===== config.mk =====
export PLATFORM = sky130hd
export DESIGN_NAME = fetch_sequencer
export DESIGN_NICKNAME = d
export VERILOG_FILES = /design/src/rtl/enh_proc_pkg.sv /design/src/rtl/inst_queue.sv /design/src/rtl/fetch_sequencer.sv
export SDC_FILE = /design/constraint.sdc
export NUM_CORES = 1
export LEC_CHECK = 0
export BUFFER_PORTS_ARGS = -buffer_cell sky130_fd_sc_hd__buf_2
export CAP_MARGIN = 20
export CORE_MARGIN = 1
export CORE_UTILIZATION = 54
export CTS_CLUSTER_SIZE = 20
export DETAILED_ROUTE_END_ITERATION = 16
export GPL_TIMING_DRIVEN = 1
export PLACE_DENSITY = 0.8
export SLEW_MARGIN = 20
export SYNTH_ARGS = -nofsm -noshare
export SYNTH_HDL_FRONTEND = slang
export SYNTH_SLANG_ARGS = --single-unit

===== constraint.sdc =====
create_clock -name clk -period 3.1 [get_ports clk]
set_input_delay 0.62 -clock clk [delete_from_list [all_inputs] [get_ports clk]]
set_output_delay 0.62 -clock clk [all_outputs]
set_load 0.01 [all_outputs]

===== src/rtl/enh_proc_pkg.sv =====
// enh_proc_pkg: shared fetch FSM state encodings and default widths
package enh_proc_pkg;
  typedef enum logic [1:0] {FS_IDLE, FS_RUN, FS_FLUSH} fetch_state_e;
  localparam int ADDR_W_DEF = 5;
  localparam int DATA_W_DEF = 16;
endpackage


===== src/rtl/inst_queue.sv =====
// inst_queue: shift-style tagged instruction FIFO; entry 0 is the head and holds its value when the queue empties
module inst_queue #(
  parameter int ADDR_W = 5,
  parameter int DATA_W = 16,
  parameter int DEPTH = 2,
  localparam int CW = $clog2(DEPTH + 1)
) (
  input  logic              clk,
  input  logic              reset_n,
  input  logic              push,
  input  logic              pop,
  input  logic              flush,
  input  logic [ADDR_W-1:0] push_tag,
  input  logic [DATA_W-1:0] push_data,
  output logic [CW-1:0]     count,
  output logic [ADDR_W-1:0] head_tag,
  output logic [DATA_W-1:0] head_data
);
  logic [ADDR_W+DATA_W-1:0] ent_q [DEPTH];
  logic [ADDR_W+DATA_W-1:0] ent_d [DEPTH];
  logic [CW-1:0] cnt_q, cnt_d, widx;
  logic shift;
  // the last entry is never shifted out so the head keeps the last popped value
  always_comb begin
    widx = cnt_q - CW'(pop);
    shift = pop && !flush && cnt_q > CW'(1);
    for (int i = 0; i < DEPTH; i++)
      ent_d[i] = (push && !flush && CW'(i) == widx) ? {push_tag, push_data} :
                 (shift && i < DEPTH - 1) ? ent_q[(i + 1) % DEPTH] : ent_q[i];
    cnt_d = flush ? '0 : cnt_q + CW'(push) - CW'(pop);
  end
  always_ff @(posedge clk) begin
    if (!reset_n) begin
      cnt_q <= '0;
      for (int i = 0; i < DEPTH; i++) ent_q[i] <= '0;
    end else begin
      cnt_q <= cnt_d;
      ent_q <= ent_d;
    end
  end
  assign count = cnt_q;
  assign {head_tag, head_data} = ent_q[0];
endmodule


===== src/rtl/fetch_sequencer.sv =====
// fetch_sequencer: PC/fetch FSM with credit-based issue into a tagged queue; FETCH_STALL_CNT_EN adds stall_cycles
module fetch_sequencer
  import enh_proc_pkg::*;
#(
  parameter int ADDR_W = ADDR_W_DEF,
  parameter int DATA_W = DATA_W_DEF,
  parameter int DEPTH = 2
) (
  input  logic              clk,
  input  logic              reset_n,
  input  logic              run,
  input  logic              redirect,
  input  logic [ADDR_W-1:0] redirect_addr,
  output logic [ADDR_W-1:0] mem_addr,
  output logic              mem_rd,
  input  logic [DATA_W-1:0] mem_q,
  output logic [DATA_W-1:0] inst_out,
  output logic [ADDR_W-1:0] inst_pc,
  output logic              inst_valid,
  input  logic              inst_ready,
  output logic [ADDR_W-1:0] pc_out,
  output logic              busy
`ifdef FETCH_STALL_CNT_EN
  ,
  output logic [15:0]       stall_cycles
`endif
);
  localparam int CW = $clog2(DEPTH + 1);
  localparam int OW = CW + 1;
  fetch_state_e state_q, state_d;
  logic [ADDR_W-1:0] pc_q, pc_d, fly_addr_q, fly_addr_d;
  logic fly_q, fly_d, pop, push;
  logic [CW-1:0] count;
  logic [OW-1:0] occ;
  // occupancy counts the in-flight read so a full queue can never be overrun
  always_comb begin
    pop = inst_valid & inst_ready;
    occ = {1'b0, count} + OW'(fly_q) - OW'(pop);
    mem_rd = (state_q == FS_RUN) & ~redirect & (occ < OW'(DEPTH));
    push = fly_q & ~redirect & (state_q != FS_FLUSH);
    state_d = redirect ? FS_FLUSH : run ? FS_RUN : FS_IDLE;
    pc_d = redirect ? redirect_addr : mem_rd ? pc_q + ADDR_W'(1) : pc_q;
    fly_d = mem_rd;
    fly_addr_d = mem_rd ? pc_q : fly_addr_q;
  end
  always_ff @(posedge clk) begin
    if (!reset_n) begin
      state_q <= FS_IDLE;
      pc_q <= '0;
      fly_q <= 1'b0;
      fly_addr_q <= '0;
    end else begin
      state_q <= state_d;
      pc_q <= pc_d;
      fly_q <= fly_d;
      fly_addr_q <= fly_addr_d;
    end
  end
  inst_queue #(.ADDR_W(ADDR_W), .DATA_W(DATA_W), .DEPTH(DEPTH)) u_queue (
    .clk       (clk),
    .reset_n   (reset_n),
    .push      (push),
    .pop       (pop),
    .flush     (redirect),
    .push_tag  (fly_addr_q),
    .push_data (mem_q),
    .count     (count),
    .head_tag  (inst_pc),
    .head_data (inst_out)
  );
  assign inst_valid = count != '0;
  assign mem_addr = pc_q;
  assign pc_out = pc_q;
  assign busy = (state_q == FS_RUN) | fly_q | inst_valid;
`ifdef FETCH_STALL_CNT_EN
  logic [15:0] stall_q, stall_d;
  always_comb
    stall_d = (state_q == FS_RUN && !inst_valid && stall_q != 16'hFFFF) ? stall_q + 16'd1 : stall_q;
  always_ff @(posedge clk) begin
    if (!reset_n) stall_q <= '0;
    else stall_q <= stall_d;
  end
  assign stall_cycles = stall_q;
`endif
endmodule


Word-level counts from Yosys, hierarchy flattened
Cells that the tools add are included.
Word-level totals
  register bits after elaboration: 57
  memories: 0
  ROM bits: 0
  bits in writable memories: 0
  output and inout bits: 34
  bits in latches: 0
  input bits: 26
  logic and storage cells: 45
Cells by class
  reduce and logical (&&, ||, !) cells: 11
  div/mod/pow operators: 0
  bitwise logic cells: 9
  $lt $le $gt $ge: 2
  shifts and indexed selects: 0
  add/subtract/negate cells: 6
  muxes and demuxes: 6
  multipliers: 0
  eq/ne operators: 3
Operators with widths (count)
  21-bit 2-to-1 mux: 2
  5-bit 2-to-1 mux: 2
  2-bit nonzero test: 3
  5-bit by 1-bit adder with 5-bit output, second input constant: 1
  1-bit AND: 5
  1-bit logical AND: 5
  2-bit by 1-bit subtractor with 2-bit output: 2
  2-bit by 1-bit adder with 3-bit output: 1
  3-bit by 2-bit less-than comparator with 1-bit output, second input constant: 1
  3-bit by 1-bit subtractor with 3-bit output: 1
  2-bit by 1-bit adder with 2-bit output: 1
  1-bit by 2-bit equality test with 1-bit output, first input constant: 1
  2-bit by 1-bit equality test with 1-bit output, second input constant: 1
  2-bit by 1-bit > comparator with 1-bit output, second input constant: 1
  2-bit zero test: 1
  2-bit 2-to-1 mux: 1
  2-bit inequality test, second input constant: 1
  1-bit inverter: 2
  1-bit OR: 2
  2-bit OR reduction: 1
  1-bit zero test: 1
  1-bit 2-to-1 mux: 1

Depth between registers and ports, before layout
Gate-level depths: netlist (run 1).
  word-level depth: 7
  mapped depth: 10
  mapped depth without buffers: 8

Cells and area by module
From an unflattened synthesis (run 1), not the netlist that was laid out.
Second synthesis, totals
  cell total of the unflattened synthesis: 307
  area, all modules: 2937.8 µm²
By module, submodules not included
  inst_queue: area an instance 2208.4 µm², times used 1, cells an instance 227, sequential area each 880.8 µm²
  fetch_sequencer: area an instance 729.4 µm², times used 1, cells an instance 80, sequential area each 260.2 µm²

Worst setup path before layout (run 1)
OpenSTA, ideal clock, no wires.
  kind: input port to output port
  start: in inst_ready
  end: out mem_rd
  arrival: 2.188 ns
  buffers on the path: 2
  path slack: 0.292 ns
  stages: 8
  cells stage by stage: nand3b_1 > o21ai_2 > buf_2 > nand2_1 > fa_1 > xor2_1 > nor3_1 > buf_2
Between the ends
  word-level cells in the longest chain between the ends: 4
Ends and longest elaborated chain
  from (decl): RTL line fetch_sequencer.sv:20  | input logic inst_ready,
  1-bit AND: RTL line fetch_sequencer.sv:37  | pop = inst_valid & inst_ready;
  3-bit by 1-bit subtractor with 3-bit output: RTL line fetch_sequencer.sv:38  | occ = {1'b0, count} + OW'(fly_q) - OW'(pop);
  3-bit by 2-bit less-than comparator with 1-bit output: RTL line fetch_sequencer.sv:39  | mem_rd = (state_q == FS_RUN) & ~redirect & (occ < OW'(DEPTH));
  1-bit AND: RTL line fetch_sequencer.sv:39
  to (decl): RTL line fetch_sequencer.sv:15  | output logic mem_rd,
No other way between the ends.

Final worst setup path (run 1)
  start: reg u_queue.cnt_q[1], in the netlist u_queue.count[1]
  end: out mem_rd
Between the ends
  word-level cells in the longest chain between the ends: 5
Ends and longest elaborated chain
  from (decl): RTL line inst_queue.sv:21  | logic [CW-1:0] cnt_q, cnt_d, widx;
  from (signal assigned): RTL line inst_queue.sv:37  | cnt_q <= cnt_d;
  branches (longest 2 deep; another with 2-bit by 1-bit adder with 3-bit output)
  3-bit by 1-bit subtractor with 3-bit output *: RTL line fetch_sequencer.sv:38
  3-bit by 2-bit less-than comparator with 1-bit output *: RTL line fetch_sequencer.sv:39
  1-bit AND *: RTL line fetch_sequencer.sv:39
Every way passes the cells marked *.

==> flow_summary.json, run 1 <==
{
  "total_die_area_sq_um": 5230,
  "number_of_antenna_violations_at_the_first_check_in_global_routing": 0,
  "sequential_area_sq_um": 1140,
  "worst_ep_required_time_ps": 2480,
  "crit_path_start_kind": "flop",
  "detail_route.first_pass.iterations": 5,
  "holdCritPathClass": "reg2reg",
  "finalWeightedCongestion": 0.707,
  "per_cell_via_count_in_the_routed_design": 5.20,
  "fp.coreArea_sq_um": 4750,
  "hold_slack_ps": 456,
  "synth_seq_area_share_pct": 42.7,
  "cts_repair_resize_count": 0,
  "rows": 25,
  "grt.overflow.total": 0,
  "finalHoldViolations": 0,
  "critPathArrivalTime_ps": 2200,
  "rsz0062_at_grt": "false",
  "peakVddDrop_mv": 0.322,
  "finalInstanceArea_sq_um": 2930,
  "layout_skew_ps": 4.77,
  "fin_tns_setup_ps": 0,
  "synthesis.area_sq_um": 2670,
  "syn_to_final_growth_pct": 9.64,
  "synth.avg_cell_area_sq_um": 9.03,
  "timing_worst_slew_pin_value_ps": 976,
  "setup.reg_to_reg.worst_slack_ps": 920,
  "yosysUniqueCellTypes": 36,
  "worstReg2RegStart": "u_queue.count[1]",
  "finalNonFillerCells": 394,
  "hold_path_end": "u_queue.ent_q[8]",
  "crit_type": "reg2out",
  "insertedDiodeCount": 0,
  "cts_tree": "built",
  "cts-htree-levels": 3,
  "ys_dominant_reg_cell": "sky130_fd_sc_hd__dfxtp_1",
  "hold_path_startpoint": "u_queue.ent_q[8]",
  "place_inst": 380,
  "syn_nets": 326,
  "chipWidth_um": 72.4,
  "clock_tree.root_cell": "sky130_fd_sc_hd__clkbuf_8",
  "portBuffers": 59,
  "final.fill_count": 422,
  "fmax_achieved_mhz": 355,
  "grt_max_degree": 43,
  "finalSetupViolCount": 0,
  "ctsHoldBuffers": 0,
  "initial_utilization_pct": 56.2,
  "yosysWarningCount": 0,
  "cts_num_sinks": 57,
  "cts.clk_slew.worst_paths_ps": 60,
  "total_of_max_cap_violations": 0,
  "status": "finished, final reports clean",
  "design.portCount": 60,
  "drc_errors": 0,
  "most_common_cell_after_layout_fill_and_taps_aside": "sky130_fd_sc_hd__buf_2",
  "worst_hold_path_cell_count": 2,
  "leakage_power_summed_over_all_cells_nw": 1.35,
  "wl_per_cell_um": 12.3,
  "cts.repair_timing.setup_buffer_count": 0,
  "final-max-slew-violation-count": 0,
  "vias": 2047,
  "vias_in_the_first_global_route": 1851,
  "groute.usage.overall_pct": 20.3,
  "worst-path-max-fanout": 5,
  "drive_gt1_share_pct": 25.1,
  "multi_input_comb_area_sq_um": 1180,
  "endpoint_of_the_lowest_slack_register_to_register_path": "mem_addr[2]",
  "drtIter0Drc": 78,
  "design_power_total_w": 0.00142,
  "p_per_area_nw_per_um2": 483,
  "r2r_cells": 8,
  "layout.cells.most_common_list": "59 x sky130_fd_sc_hd__buf_2, 57 x sky130_fd_sc_hd__dfxtp_1, 28 x sky130_fd_sc_hd__nand3_1, 26 x sky130_fd_sc_hd__nand2_1, 25 x sky130_fd_sc_hd__a21oi_1",
  "flip_flop_and_latch_count_after_synthesis": 57,
  "die_height_um": 72.4,
  "finalWirelength_um": 4860,
  "postSynth.asyncResetShare_pct": 0,
  "ratio_of_final_minimum_period_to_clock_period_pct": 90.9,
  "netlist_instances": 296,
  "final_nets": 354,
  "antenna_violating_nets_post_route": 0,
  "hpwlAfterDp_um": 3180,
  "wire_length_of_the_first_global_routing_pass_um": 8220,
  "cp-end-kind": "primary output",
  "final_critical_delay_including_setup_and_external_delays_ps": 2820,
  "place_area_sq_um": 2770,
  "clk_latency_ps": 320,
  "inserted_clock_buffers": 9,
  "number_of_synthesized_flops_with_an_enable_pin": 0,
  "max_slew_margin_pct": 34.9,
  "max-clock-path-buffers": 2
}
report_power, final:
group | total [W] | internal, W | switching [W]
Sequential | 0.000752 | 0.000742 | 0.00000959
Clock | 0.000574 | 0.000326 | 0.000248
Combinational | 0.0000899 | 0.0000391 | 0.0000508
synthesized netlist by cell type, types with 2 or more instances:
cell type,count,area [sq um]
sky130_fd_sc_hd__nor3_1,3,15.0
sky130_fd_sc_hd__xor2_1,3,26.3
sky130_fd_sc_hd__nand3_1,28,140
sky130_fd_sc_hd__nand2_1,26,97.6
sky130_fd_sc_hd__buf_1,2,7.51
sky130_fd_sc_hd__nor2_1,2,7.51
sky130_fd_sc_hd__and2_1,3,18.8
sky130_fd_sc_hd__mux2i_1,22,220
sky130_fd_sc_hd__a21oi_1,25,125
sky130_fd_sc_hd__inv_1,6,22.5
sky130_fd_sc_hd__xnor2_1,3,26.3
sky130_fd_sc_hd__nand3b_1,2,15.0
sky130_fd_sc_hd__ha_1,3,37.5
sky130_fd_sc_hd__o21ai_1,15,75.1
sky130_fd_sc_hd__o31ai_1,21,158
sky130_fd_sc_hd__buf_6,5,56.3
sky130_fd_sc_hd__dfxtp_1,57,1140
sky130_fd_sc_hd__buf_2,4,20.0
sky130_fd_sc_hd__buf_4,28,210
sky130_fd_sc_hd__o21ai_0,15,75.1
sky130_fd_sc_hd__clkbuf_1,8,30.0
area by class of cell:
cell class	instances	area share, %
timing repair buffer	65	11.6
clock buffer	14	5.55
inverter	7	0.897
tap	67	2.86
multi-input combinational	184	40.1
sequential	57	38.9
worst max-delay path, cell delays in order, from the launching register on:
cell and delay, ps:
sky130_fd_sc_hd__dfxtp_1 440, sky130_fd_sc_hd__nand3b_1 180, sky130_fd_sc_hd__o21ai_2 110, sky130_fd_sc_hd__nand2_1 90
sky130_fd_sc_hd__fa_1 390, sky130_fd_sc_hd__xor2_1 190, sky130_fd_sc_hd__nor3_1 290, sky130_fd_sc_hd__buf_2 190
kinds of logic after synthesis:
family / synth area share (%)
fa+ha+maj: 2.15
xor+xnor: 1.97
simple gates: 13.5
flops: 42.7
mux: 8.24
buf+inv: 13.3
compound gates: 18.2
worst max path at each step:
stage	slack (ps)	cells past startpoint	to	from
floorplan	290	8	mem_rd	inst_ready
global placement	440	8	mem_rd	inst_ready
detailed placement	350	8	mem_rd	inst_ready
CTS	250	7	mem_rd	u_queue.count[1]
global route	120	7	mem_rd	u_queue.count[1]
finish	280	7	mem_rd	u_queue.count[1]
metrics by stage:
step	utilization, %	worst slack, ps
after detailed placement	58.2	351
final	61.6	281
after global routing	61.6	115
after CTS	61.6	246
after global placement	58.2	437
after floorplan	-	292
state kept, by name, summed over array words and instances, names as in the netlist:
register	cells
fly_addr_q	5
fly_q	1
mem_addr	5
state_q	2
u_queue.count	2
u_queue.ent_q	21
u_queue.head_data	16
u_queue.head_tag	5
per-layer routing:
metal  routed length (um)  GRT usage [%]  up-vias  part of all wire [%]
li1                     -              -     1066                     -
met1                 2270           24.9      923                    47
met2                 2310           32.9       51                    48
met3                  207           4.44        7                   4.3
met4                   70           11.8        0                   1.4
met5                    0              0        -                     0
Note: power is estimated with default switching activity, not from simulation.
==> inputs of run 2 (changes only) <==
--- a/config.mk
+++ b/config.mk
@@ -7,12 +7,14 @@
 export LEC_CHECK = 0
 export BUFFER_PORTS_ARGS = -buffer_cell sky130_fd_sc_hd__buf_2
 export CAP_MARGIN = 20
+export CORE_ASPECT_RATIO = 0.6
 export CORE_MARGIN = 1
 export CORE_UTILIZATION = 54
 export CTS_CLUSTER_SIZE = 20
 export DETAILED_ROUTE_END_ITERATION = 16
 export GPL_TIMING_DRIVEN = 1
 export PLACE_DENSITY = 0.8
+export SETUP_SLACK_MARGIN = 0.4
 export SLEW_MARGIN = 20
 export SYNTH_ARGS = -nofsm -noshare
 export SYNTH_HDL_FRONTEND = slang
==> flow_summary.json, run 2 (synthesis results as in run 1) <==
{
  "timing_worst_slew_pin_value_ps": 982,
  "vias": 2052,
  "total_die_area_sq_um": 5240,
  "wire_length_of_the_first_global_routing_pass_um": 9030,
  "drtIter0Drc": 111,
  "insertedDiodeCount": 0,
  "portBuffers": 59,
  "place_area_sq_um": 2760,
  "layout.cells.most_common_list": "59 x sky130_fd_sc_hd__buf_2, 56 x sky130_fd_sc_hd__dfxtp_1, 28 x sky130_fd_sc_hd__nand3_1, 26 x sky130_fd_sc_hd__nand2_1, 25 x sky130_fd_sc_hd__a21oi_1",
  "clockPowerShare_pct": 39.7,
  "wl_per_cell_um": 14.0,
  "grt_max_degree": 48,
  "final-max-slew-violation-count": 0,
  "power_switching_share_pct": 23.1,
  "drc_errors": 0,
  "drive_gt1_share_pct": 25.5,
  "worst-path-max-fanout": 5,
  "crit_type": "in2out",
  "cts.repair_timing.setup_buffer_count": 0,
  "ratio_of_final_minimum_period_to_clock_period_pct": 87.1,
  "number_of_antenna_violations_at_the_first_check_in_global_routing": 0,
  "final_nets": 353,
  "finalHoldViolations": 0,
  "crit_path_start_kind": "input pin",
  "total_switching_power_w": 0.000323,
  "largest_register": "u_queue.ent_q",
  "largest_register_ffs": 21,
  "vias_in_the_first_global_route": 1859,
  "clk_latency_ps": 330,
  "peakVddDrop_mv": 0.311,
  "fp.coreArea_sq_um": 4660,
  "final.fill_count": 443,
  "detail_route.first_pass.iterations": 4,
  "worst_ep_required_time_ps": 2480,
  "max-clock-path-buffers": 2,
  "most_common_cell_after_layout_fill_and_taps_aside": "sky130_fd_sc_hd__buf_2",
  "final_critical_delay_including_setup_and_external_delays_ps": 2700,
  "die_height_um": 56.5,
  "finalCoreUtilization_pct": 62.5,
  "design.portCount": 60,
  "finalSetupViolCount": 0,
  "p_per_area_nw_per_um2": 480,
  "finalWeightedCongestion": 0.917,
  "critPathArrivalTime_ps": 2080,
  "max_slew_margin_pct": 34.5,
  "hpwlAfterDp_um": 3540,
  "fmax_achieved_mhz": 370,
  "fin_tns_setup_ps": 0,
  "leakage_power_summed_over_all_cells_nw": 1.34,
  "per_cell_via_count_in_the_routed_design": 5.29,
  "inserted_clock_buffers": 9,
  "cts_num_sinks": 57,
  "groute.usage.overall_pct": 22.8,
  "finalWirelength_um": 5410,
  "rows": 19,
  "grt.overflow.total": 0,
  "clock_tree.root_cell": "sky130_fd_sc_hd__clkbuf_8",
  "cts_tree": "built",
  "cts-htree-levels": 3,
  "status": "finished, final reports clean",
  "place_ws_ps": 425,
  "cp-end-kind": "primary output",
  "ctsHoldBuffers": 0,
  "rsz0062_at_grt": "true",
  "initial_utilization_pct": 57.4,
  "combinationalPowerShare_pct": 6.5,
  "cts.clk_slew.worst_paths_ps": 60,
  "power.share.sequential_pct": 53.8,
  "chipWidth_um": 92.8,
  "total_of_max_cap_violations": 0,
  "internal-power_w": 0.00108,
  "holdCritPathClass": "reg2reg",
  "layout_skew_ps": 3.64,
  "antenna_violating_nets_post_route": 0,
  "finalInstanceArea_sq_um": 2910,
  "postLayoutSetupSlackWorst_ps": 399,
  "syn_to_final_growth_pct": 9.04
}
run 2: cell type report:
| cell class | count | area (sq um) | share of cell area (%) |
|---|---|---|---|
| sequential | 57 | 1140 | 39.3 |
| clock inverter | 1 | 5.00 | 0.172 |
| timing repair buffer | 64 | 333 | 11.4 |
| tap | 63 | 78.8 | 2.71 |
| multi-input combinational | 184 | 1180 | 40.5 |
| inverter | 7 | 26.3 | 0.902 |
| clock buffer | 12 | 145 | 4.98 |
run 2: stage by stage:
stage | hold WS (ps) | power [W] | std cells
after global routing | 468 | 0.00146 | 388
after floorplan | 436 | 0.000827 | 296
after CTS | 457 | 0.00141 | 388
after detailed placement | 450 | 0.000859 | 375
after global placement | 444 | 0.000858 | 375
final | 455 | 0.00140 | 388
run 2: worst max-delay path, cell delays in order:
cell and delay, ps:
sky130_fd_sc_hd__buf_2 120, sky130_fd_sc_hd__nand3b_1 160, sky130_fd_sc_hd__o21ai_2 110, sky130_fd_sc_hd__nand2_1 80
sky130_fd_sc_hd__fa_1 370, sky130_fd_sc_hd__xor2_1 360, sky130_fd_sc_hd__nor3_2 100, sky130_fd_sc_hd__buf_2 150
run 2: path summary, 6_finish.rpt:
kind | cells after the start | from | endpoint | slack [ps]
hold reg to reg | 2 | u_queue.ent_q[6] | u_queue.ent_q[6] | 450
setup / recovery | 8 | inst_ready | mem_rd | 400
hold / removal | 2 | u_queue.ent_q[6] | u_queue.ent_q[6] | 450
setup reg to reg | 8 | u_queue.count[0] | mem_addr[2] | 920
run 2: repair_timing:
| action | 4_1_cts | 5_1_grt |
|---|---|---|
| gates resized for setup | 2 | 0 |
| pin swaps | 1 | 0 |
| setup endpoints to repair | 1 | 1 |
| gates cloned | 0 | 0 |
run 2: power groups by stage:
stage,sequential (W),clock (W),combinational (W)
after floorplan,0.000768,0,0.0000594
after global placement,0.000769,0,0.0000889
after detailed placement,0.000769,0,0.0000904
after CTS,0.000752,0.000567,0.0000907
after global routing,0.000753,0.000606,0.000101
final,0.000753,0.000556,0.0000909
run 2: layer usage:
layer / global-route usage, % / vias to the layer above / share of wire [%]
li1: - / 1061 / -
met4: 5.93 / 0 / 0.83
met3: 10.2 / 6 / 8.2
met1: 32.4 / 919 / 51
met5: 0 / - / 0
met2: 31.1 / 66 / 39
==> inputs of run 3 (changes only) <==
--- a/config.mk
+++ b/config.mk
@@ -12,7 +12,9 @@
 export CORE_UTILIZATION = 54
 export CTS_CLUSTER_SIZE = 20
 export DETAILED_ROUTE_END_ITERATION = 16
-export GPL_TIMING_DRIVEN = 1
+export GPL_ROUTABILITY_DRIVEN = 0
+export GPL_TIMING_DRIVEN = 0
+export MAX_ROUTING_LAYER = met4
 export PLACE_DENSITY = 0.8
 export SETUP_SLACK_MARGIN = 0.4
 export SLEW_MARGIN = 20
==> flow_summary.json, run 3 (synthesis results as in run 1) <==
{
  "wire_length_of_the_first_global_routing_pass_um": 10300,
  "cp-end-kind": "primary output",
  "worst_ep_required_time_ps": 2480,
  "largest_register_ffs": 21,
  "total_of_max_cap_violations": 0,
  "inserted_clock_buffers": 9,
  "ratio_of_final_minimum_period_to_clock_period_pct": 93.8,
  "final-max-slew-violation-count": 0,
  "most_common_cell_after_layout_fill_and_taps_aside": "sky130_fd_sc_hd__buf_2",
  "hold_slack_ps": 460,
  "max-clock-path-buffers": 2,
  "syn_to_final_growth_pct": 26.6,
  "insertedDiodeCount": 0,
  "timing_worst_slew_pin_value_ps": 547,
  "antenna_violating_nets_post_route": 0,
  "worst_path_max_delay_cell": "sky130_fd_sc_hd__fa_2",
  "worst_path_largest_cell_delay_ps": 560,
  "peakVddDrop_mv": 0.382,
  "fp.coreArea_sq_um": 4660,
  "clk_latency_ps": 330,
  "holdCritPathClass": "reg2reg",
  "drive_gt1_share_pct": 35.0,
  "cts_num_sinks": 57,
  "design_power_total_w": 0.00146,
  "per_cell_via_count_in_the_routed_design": 5.37,
  "largest_register": "u_queue.ent_q",
  "power.share.sequential_pct": 51.6,
  "internal-power_w": 0.00112,
  "ctsHoldBuffers": 0,
  "hpwlAfterDp_um": 4410,
  "setup.reg_to_reg.worst_slack_ps": 630,
  "vias": 2396,
  "crit_type": "in2out",
  "vias_in_the_first_global_route": 2086,
  "worstSetupStartpoint": "inst_ready",
  "worstReg2RegStart": "u_queue.count[0]",
  "power_switching_share_pct": 23.3,
  "fmax_achieved_mhz": 344,
  "layout_skew_ps": 7.45,
  "initial_utilization_pct": 57.4,
  "portBuffers": 58,
  "die_height_um": 56.5,
  "finalHoldViolations": 0,
  "grt_max_degree": 11,
  "combinationalPowerShare_pct": 7.7,
  "finalSetupViolCount": 0,
  "layout.cells.most_common_list": "58 x sky130_fd_sc_hd__buf_2, 55 x sky130_fd_sc_hd__dfxtp_1, 45 x sky130_fd_sc_hd__buf_4, 28 x sky130_fd_sc_hd__nand3_1",
  "hold_path_startpoint": "u_queue.ent_q[15]",
  "hold_path_end": "u_queue.ent_q[15]",
  "cp_common_cell": "sky130_fd_sc_hd__buf_4",
  "worst-path-max-fanout": 4,
  "detail_route.first_pass.iterations": 5,
  "chipWidth_um": 92.8,
  "status": "finished, final reports clean",
  "r2r_cells": 14,
  "rows": 19,
  "endpoint_of_the_lowest_slack_register_to_register_path": "fly_addr_q[0]",
  "total_switching_power_w": 0.000339,
  "final.fill_count": 363,
  "clockPowerShare_pct": 40.8,
  "total_die_area_sq_um": 5240,
  "worstPathCellList": "buf_4 -> nand3b_1 -> buf_4 -> buf_4 -> inv_4 -> fa_2 -> nand3b_1 -> nor3_2 -> buf_4 -> buf_6",
  "final_critical_delay_including_setup_and_external_delays_ps": 2910,
  "leakage_power_summed_over_all_cells_nw": 1.63,
  "number_of_antenna_violations_at_the_first_check_in_global_routing": 0,
  "groute.usage.overall_pct": 27.2,
  "clock_tree.root_cell": "sky130_fd_sc_hd__clkbuf_8",
  "design.portCount": 60,
  "finalWirelength_um": 6540,
  "critPathArrivalTime_ps": 2290,
  "crit_path_start_kind": "input pin",
  "cts.clk_slew.worst_paths_ps": 60,
  "grt.overflow.total": 0,
  "rsz0062_at_grt": "true",
  "final_nets": 410,
  "worst_hold_path_cell_count": 2,
  "drc_errors": 0,
  "p_per_area_nw_per_um2": 431,
  "cts_tree": "built",
  "drtIter0Drc": 190,
  "max_slew_margin_pct": 63.5,
  "wl_per_cell_um": 14.7,
  "cts-htree-levels": 3
}
==> run 3: cell types whose count changed in the layout (fill, tap and decap cells not counted), moves of 2 or more <==
cell and change:
sky130_fd_sc_hd__clkbuf_1 +9, sky130_fd_sc_hd__buf_6 +7, sky130_fd_sc_hd__buf_4 +40, sky130_fd_sc_hd__buf_1 +2
==> run 3: worst max-delay path by stage <==
stage	endpoint	slack (ps)	cells past startpoint
finish	mem_rd	190	10
global route	mem_rd	150	9
CTS	mem_rd	180	9
detailed placement	mem_rd	-140	10
global placement	mem_rd	-100	10
floorplan	mem_rd	410	8
==> run 3: critical path, delay by kind of cell <==
| family | cells | cell delay, ps |
|---|---|---|
| buffers and inverters | 6 | 670 |
| and+or+nand+nor | 3 | 420 |
| adders and majority gates | 1 | 560 |
==> run 3: area by class of cell <==
type / count / area [sq um] / area share, %
flip-flops and latches: 57 / 1150 / 33.9
well taps: 63 / 78.8 / 2.33
inverters: 7 / 28.8 / 0.851
multi-input cells: 184 / 1220 / 36.0
clock buffers: 14 / 163 / 4.81
plain buffers: 48 / 338 / 9.99
repair buffers: 73 / 412 / 12.2
==> run 3: power by group through the flow <==
stage / sequential (W) / clock, W / combinational [W]
global placement: 0.000768 / 0 / 0.000103
global route: 0.000753 / 0.000640 / 0.000123
floorplan: 0.000768 / 0 / 0.0000594
detailed placement: 0.000768 / 0 / 0.000106
CTS: 0.000752 / 0.000595 / 0.000110
finish: 0.000752 / 0.000594 / 0.000112
==> run 3: repair_timing <==
| item | in CTS | in global routing |
|---|---|---|
| buffers inserted | 9 | 6 |
| setup endpoints to repair | 1 | 1 |
| gates resized for setup | 9 | 4 |
| hold endpoints to repair | 0 | 0 |
| pin swaps | 3 | 4 |
==> run 3: metal layers <==
metal | vias up | routed length, um | track usage, %
met3 | 2 | 577 | 10.7
met2 | 89 | 2790 | 40.0
li1 | 1187 | - | -
met5 | - | 0 | -
met1 | 1118 | 3150 | 36.3
met4 | 0 | 19 | 3.30
==> run 3: stage by stage <==
step	setup TNS, ps	cells	cell area [sq um]	setup WS (ps)	util, %
after floorplan	0	296	2680	413	-
after global placement	-99.2	417	3050	-99.2	65.5
after detailed placement	-136	417	3050	-136	65.5
after CTS	0	440	3320	181	71.2
after global routing	0	446	3380	147	72.6
final	0	446	3380	192	72.6
